## src/rtl/power_acc_ctrl.sv

```systemverilog
// power_acc_ctrl: complex FFT channel -> power (re^2 + im^2) with integration control.
// Tracks channel/spectrum position from the FFT sync and issues new_acc one cycle
// ahead of the first power sample of every integration of acc_len spectra.
// Optional build macro: POWER_ACC_RESYNC_EN (a misaligned sync restarts the integration).
module power_acc_ctrl #(
  parameter int DIN_WIDTH     = 18,
  parameter int VECTOR_LEN    = 64,
  parameter int ACC_LEN_WIDTH = 16
) (
  input  logic                        clk,
  input  logic                        rst_n,
  input  logic                        arm,
  input  logic [ACC_LEN_WIDTH-1:0]    acc_len,
  input  logic                        sync_in,
  input  logic signed [DIN_WIDTH-1:0] din_re,
  input  logic signed [DIN_WIDTH-1:0] din_im,
  input  logic                        din_valid,
  output logic [2*DIN_WIDTH-1:0]      pow_out,
  output logic                        pow_valid,
  output logic                        new_acc,
  output logic [31:0]                 int_count,
  output logic                        sync_err
);

  localparam int DOUT_WIDTH = 2 * DIN_WIDTH;
  localparam int CW         = (VECTOR_LEN > 1) ? $clog2(VECTOR_LEN) : 1;
  localparam logic [CW-1:0]            CHAN_LAST = CW'(VECTOR_LEN - 1);
  localparam logic [CW-1:0]            CHAN_ONE  = CW'(1);
  localparam logic [ACC_LEN_WIDTH-1:0] LEN_ONE   = ACC_LEN_WIDTH'(1);

  typedef enum logic [1:0] {
    IDLE      = 2'd0,
    WAIT_SYNC = 2'd1,
    RUN       = 2'd2
  } state_t;

  state_t                    state_q, state_d;
  logic [CW-1:0]             chan_q, chan_d;
  logic [ACC_LEN_WIDTH-1:0]  spec_q, spec_d;
  logic [ACC_LEN_WIDTH-1:0]  len_q, len_d;
  logic                      err_q, err_d;
  logic                      first_q;
  logic [31:0]               int_count_q;

  logic                      start, start_cnt, resync, step;
  logic [ACC_LEN_WIDTH-1:0]  len_eff, limit, base_spec;
  logic [CW-1:0]             base_chan;

  logic signed [DIN_WIDTH-1:0]  s1_re_q, s1_im_q;
  logic                         s1_vld_q, s1_tag_q, s1_cnt_q;
  logic signed [DOUT_WIDTH-1:0] re_sq, im_sq;
  logic [DOUT_WIDTH-1:0]        s2_re2_q, s2_im2_q;
  logic                         s2_vld_q;
  logic [DOUT_WIDTH-1:0]        pow_q;
  logic                         pow_vld_q;
  logic                         new_acc_q, new_acc_d;

  // Next-state for the FSM and the channel/spectrum position counters.
  always_comb begin
    state_d   = state_q;
    chan_d    = chan_q;
    spec_d    = spec_q;
    len_d     = len_q;
    err_d     = err_q;
    start     = 1'b0;
    start_cnt = 1'b1;
    resync    = 1'b0;
    step      = 1'b0;
    len_eff   = (acc_len == '0) ? LEN_ONE : acc_len;
    base_chan = chan_q;
    base_spec = spec_q;
    limit     = len_q;

    unique case (state_q)
      IDLE: begin
        if (arm) state_d = WAIT_SYNC;
      end
      WAIT_SYNC: begin
        if (din_valid && sync_in) begin
          state_d = RUN;
          start   = 1'b1;
          step    = 1'b1;
        end
      end
      RUN: begin
        if (din_valid) begin
          step = 1'b1;
          if (sync_in && (chan_q != '0)) begin
            err_d = 1'b1;
`ifdef POWER_ACC_RESYNC_EN
            resync = 1'b1;
`endif
          end
          // A restart aborts the partial integration, so its new_acc is not counted.
          if (resync) begin
            start     = 1'b1;
            start_cnt = 1'b0;
          end else if ((chan_q == '0) && (spec_q == '0)) begin
            start = 1'b1;
          end
        end
      end
      default: state_d = IDLE;
    endcase

    // The start sample is channel 0 / spectrum 0 and latches the integration length.
    if (start) begin
      base_chan = '0;
      base_spec = '0;
      limit     = len_eff;
      len_d     = len_eff;
    end

    // Counters hold the position of the next valid sample.
    if (step) begin
      if (base_chan == CHAN_LAST) begin
        chan_d = '0;
        spec_d = (base_spec == (limit - LEN_ONE)) ? '0 : (base_spec + LEN_ONE);
      end else begin
        chan_d = base_chan + CHAN_ONE;
      end
    end

    // Disarm overrides everything, including a coincident sync.
    if (!arm) begin
      state_d = IDLE;
      chan_d  = '0;
      spec_d  = '0;
      err_d   = err_q;
      start   = 1'b0;
    end
  end

  // new_acc is issued alongside the S2 stage so it leads pow_valid by one cycle.
  always_comb begin
    new_acc_d = s1_tag_q & arm;
  end

  // Signed squares of the S1 registers; results are non-negative.
  always_comb begin
    re_sq = s1_re_q * s1_re_q;
    im_sq = s1_im_q * s1_im_q;
  end

  // Control state, counters, sticky error and integration counter.
  always_ff @(posedge clk or negedge rst_n) begin
    if (!rst_n) begin
      state_q     <= IDLE;
      chan_q      <= '0;
      spec_q      <= '0;
      len_q       <= '0;
      err_q       <= 1'b0;
      first_q     <= 1'b1;
      int_count_q <= '0;
      new_acc_q   <= 1'b0;
    end else begin
      state_q   <= state_d;
      chan_q    <= chan_d;
      spec_q    <= spec_d;
      len_q     <= len_d;
      err_q     <= err_d;
      new_acc_q <= new_acc_d;
      if (state_q == IDLE) first_q <= 1'b1;
      else if (new_acc_d)  first_q <= 1'b0;
      if (new_acc_d && s1_cnt_q && !first_q) int_count_q <= int_count_q + 32'd1;
    end
  end

  // Free-running three-stage power pipeline: S1 inputs, S2 squares, S3 sum.
  always_ff @(posedge clk or negedge rst_n) begin
    if (!rst_n) begin
      s1_re_q   <= '0;
      s1_im_q   <= '0;
      s1_vld_q  <= 1'b0;
      s1_tag_q  <= 1'b0;
      s1_cnt_q  <= 1'b0;
      s2_re2_q  <= '0;
      s2_im2_q  <= '0;
      s2_vld_q  <= 1'b0;
      pow_q     <= '0;
      pow_vld_q <= 1'b0;
    end else begin
      s1_re_q   <= din_re;
      s1_im_q   <= din_im;
      s1_vld_q  <= din_valid;
      s1_tag_q  <= start;
      s1_cnt_q  <= start_cnt;
      s2_re2_q  <= $unsigned(re_sq);
      s2_im2_q  <= $unsigned(im_sq);
      s2_vld_q  <= s1_vld_q;
      pow_q     <= s2_re2_q + s2_im2_q;
      pow_vld_q <= s2_vld_q;
    end
  end

  assign pow_out   = pow_q;
  assign pow_valid = pow_vld_q;
  assign new_acc   = new_acc_q;
  assign int_count = int_count_q;
  assign sync_err  = err_q;

endmodule
```

## config.mk

```make
export PLATFORM = sky130hd
export DESIGN_NAME = power_acc_ctrl
export DESIGN_NICKNAME = d
export VERILOG_FILES = /design/src/rtl/power_acc_ctrl.sv
export SDC_FILE = /design/constraint.sdc
export NUM_CORES = 2
export LEC_CHECK = 0
export BUFFER_PORTS_ARGS = -buffer_cell sky130_fd_sc_hd__buf_2
export CELL_PAD_IN_SITES_DETAIL_PLACEMENT = 0
export CELL_PAD_IN_SITES_GLOBAL_PLACEMENT = 1
export CORE_UTILIZATION = 45
export CTS_CLUSTER_SIZE = 40
export DETAILED_ROUTE_END_ITERATION = 8
export PLACE_DENSITY = 0.87
export SLEW_MARGIN = 20
export SYNTH_ARGS = -nofsm -noshare
export SYNTH_HDL_FRONTEND = slang
export SYNTH_SLANG_ARGS = --single-unit
```

## constraint.sdc

```tcl
create_clock -name clk -period 7.8 [get_ports clk]
set_input_delay 1.17 -clock clk [delete_from_list [all_inputs] [get_ports clk]]
set_output_delay 1.17 -clock clk [all_outputs]
set_load 0.02 [all_outputs]
```

==> flow_metrics.tcl <==
set metrics [dict create \
    clock.fmax_ghz 0.139 \
    synthDistinctLibCells 70 \
    start_util 0.455 \
    hold_buffers 0 \
    die_y_microns 266 \
    drt_iter0_drc 1182 \
    port_buffers 127 \
    cp_cell_sequence "and2_1, fa_1, fa_1, inv_1, fa_1, fa_1, inv_1, fa_1, inv_1, fa_1, inv_1, ha_1, and3_1, and3_1, a211oi_1, o221ai_1, a31o_2, a22o_1, nor4_1, nor3_1, xor2_1" \
    via_count 21300 \
    fin_crit_sh 0.923 \
    drtAntennaViolNets 0 \
    crit_top_cell "fa_1" \
    outcome "finished, final reports clean" \
    synth_edf_count 0 \
    grt_max_degree 163 \
    htree_levels 1 \
    synth_area_sq_um 31300 \
    synth_fp_nets 4127 \
    cts.sinks 222 \
    insertion_delay_ns 0.58 \
    syn_area_per_cell_sq_um 9.68 \
    min_path_type "reg -> reg" \
    endpoint_kind "flop" \
    setup_tns_ns 0 \
    wl_per_cell_microns 15.4 \
    yosysTopAreaCellShare 0.376 \
    crit_slowest_cell "dfrtp_1" \
    drc 0 \
    finalSetupViolCount 0 \
    tightest_slew_ns 0.955 \
    drt_pass1_iterations 5 \
    synth_common_cells "832 x inv_1, 587 x fa_1, 329 x nand2_1, 253 x ha_1, 221 x dfrtp_1" \
    ys.flop_type "dfrtp_1" \
    antenna_found_initial 3 \
    clock_path_buffers 3 \
    syn2layout_area_growth_pct 8.66 \
    cts-root-buf "clkbuf_16" \
    yosysMostFrequentCell "inv_1" \
    gp_congestion 0.879 \
    io_pins 128 \
    ys_warn_count 0 \
    drv_slew 0 \
    cts_resized 0 \
    cts_tree "built" \
    synthArstFlopShare 1.00 \
    coreArea_sq_um 68700 \
    syn_inst 3230 \
    worstPathMaxFanout 20 \
    dieWidth_microns 266 \
    cts_made_buffers 28 \
    dpl.hpwl_microns 54200 \
    crit_type "reg -> reg" \
    rows 96 \
    cts_setup_buffers 0 \
    arrival_ns 7.65 \
    synth_area_leaders "fa_1 38%, dfrtp_1 18%, ha_1 10%, inv_1 10%, nand2_1 3.9%" \
    seq_area_frac_synth 0.178 \
    via_per_inst 4.97 \
    antenna_cells 0 \
    drive_gt1_frac 0.0712 \
    grt_pass1_wl_microns 113000 \
    synth_largest_area_cell "fa_1" \
    cap_violations 0 \
    fin_worst_skew_ns 0.0190 \
    drt_wl_total_microns 66200 \
    grt_pass1_vias 22700 \
    grt.total_usage 0.199 \
    cp-start-kind "flop" \
    min_period_ns 7.20 \
    clkTransAtPathRegs_ns 0.06 \
    rsz0062_at_grt "false" \
    relSlewSlack 0.363 \
    finalNetCount 4237 \
    grt_overflow 0 \
    required_ns 8.25 \
    ys_ff_latch 222 \
    slowest_delay_ns 0.82 \
    dieArea_sq_um 70600 \
    hold_violations 0 \
]
-- layout by cell type (no fill, tap or decap), types with 5 or more instances in the layout --
master and n:
a211oi_1 14, buf_4 32, nand3_1 39, nor2_1 139, fa_1 587, nor3b_1 7
a21oi_1 62, dfrtp_1 221, ha_1 253, nand2b_1 19, a31o_2 9, xnor2_1 113
nand2_1 329, o211ai_1 6, nor3_1 33, a21o_1 34, and4b_1 6, or3_1 9
a31oi_1 13, inv_1 832, a21boi_0 6, mux2i_1 11, nor2b_1 22, and2_1 87
or2_2 11, o21bai_1 7, clkbuf_16 29, or4_1 5, a22oi_1 6, xor2_1 67
o21ai_0 59, and4_1 7, nor4_1 13, buf_2 126, o21a_1 23, and3_1 20
nand4_1 18
-- worst max-delay path: cells and delay by family, from the launching register on --
family / cells / cell delay [ns]
AO/OA/AOI/OAI: 4 / 1.53
buffers and inverters: 4 / 0.21
flip-flops: 1 / 0.82
XOR/XNOR: 1 / 0.15
AND/OR/NAND/NOR: 5 / 1.00
adder cells (fa/ha/maj): 7 / 3.38
-- layer usage --
metal	GRT usage	part of all wire	wire length, microns
met1	0.262	0.43	28600
met5	0	0	0
met2	0.343	0.50	32800
met4	0.0550	0.028	1830
met3	0.0255	0.043	2860
-- kinds of logic (layout without fill, tap and decap cells) --
kind of cell | Yosys count | count (layout) | synth area share
other | 1 | 1 | 0.000120
DFF | 222 | 222 | 0.178
muxes | 14 | 14 | 0.00508
adders and majority gates | 840 | 840 | 0.477
AOI/OAI and AO/OA | 282 | 282 | 0.0607
xor gates and xnor gates | 180 | 180 | 0.0504
buffers and inverters | 912 | 1040 | 0.110
and+or+nand+nor | 779 | 779 | 0.119
-- worst paths after layout --
| kind | start | end | slack (ns) | cells past startpoint |
|---|---|---|---|---|
| hold reg to reg | s1_vld_q | s2_vld_q | 0.35 | 0 |
| min in group asynchronous | rst_n | len_q[12] | 0.55 | 1 |
| hold / removal | s1_vld_q | s2_vld_q | 0.35 | 0 |
| setup reg to reg | s1_re_q[3] | s2_re2_q[32] | 0.60 | 21 |
| max in group asynchronous | rst_n | s1_im_q[3] | 5.91 | 2 |
| setup / recovery | s1_re_q[3] | s2_re2_q[32] | 0.60 | 21 |
-- state kept, by name (all words and copies together), names as in the netlist, 2 cells and up --
signal / count
pow_out: 36
s2_re2_q: 35
s1_re_q: 18
int_count: 32
state_q: 2
spec_q: 16
chan_q: 6
s2_im2_q: 35
s1_im_q: 18
len_q: 16
-- final cells by class --
class	instances	area [sq um]
multi-input combinational	2096	22300
clock inverter	12	176
fill	6384	34700
sequential	222	5560
clock buffer	36	782
timing repair buffer	160	906
tap	931	1160
inverter	832	3120
-- stage by stage --
stage	utilization	hold WS [ns]	cells	worst slack (ns)	cell area [sq um]
after floorplan	-	0.331	3230	1.41	31300
after global placement	0.481	0.333	4241	0.946	33000
after detailed placement	0.481	0.336	4241	0.710	33000
after CTS	0.495	0.348	4289	0.673	34000
after global routing	0.495	0.358	4289	0.325	34000
final	0.495	0.346	4289	0.598	34000
Power is left out: the tool's default activity adds up to more than one toggle a clock period on the data nets, which glitch-free logic cannot reach.
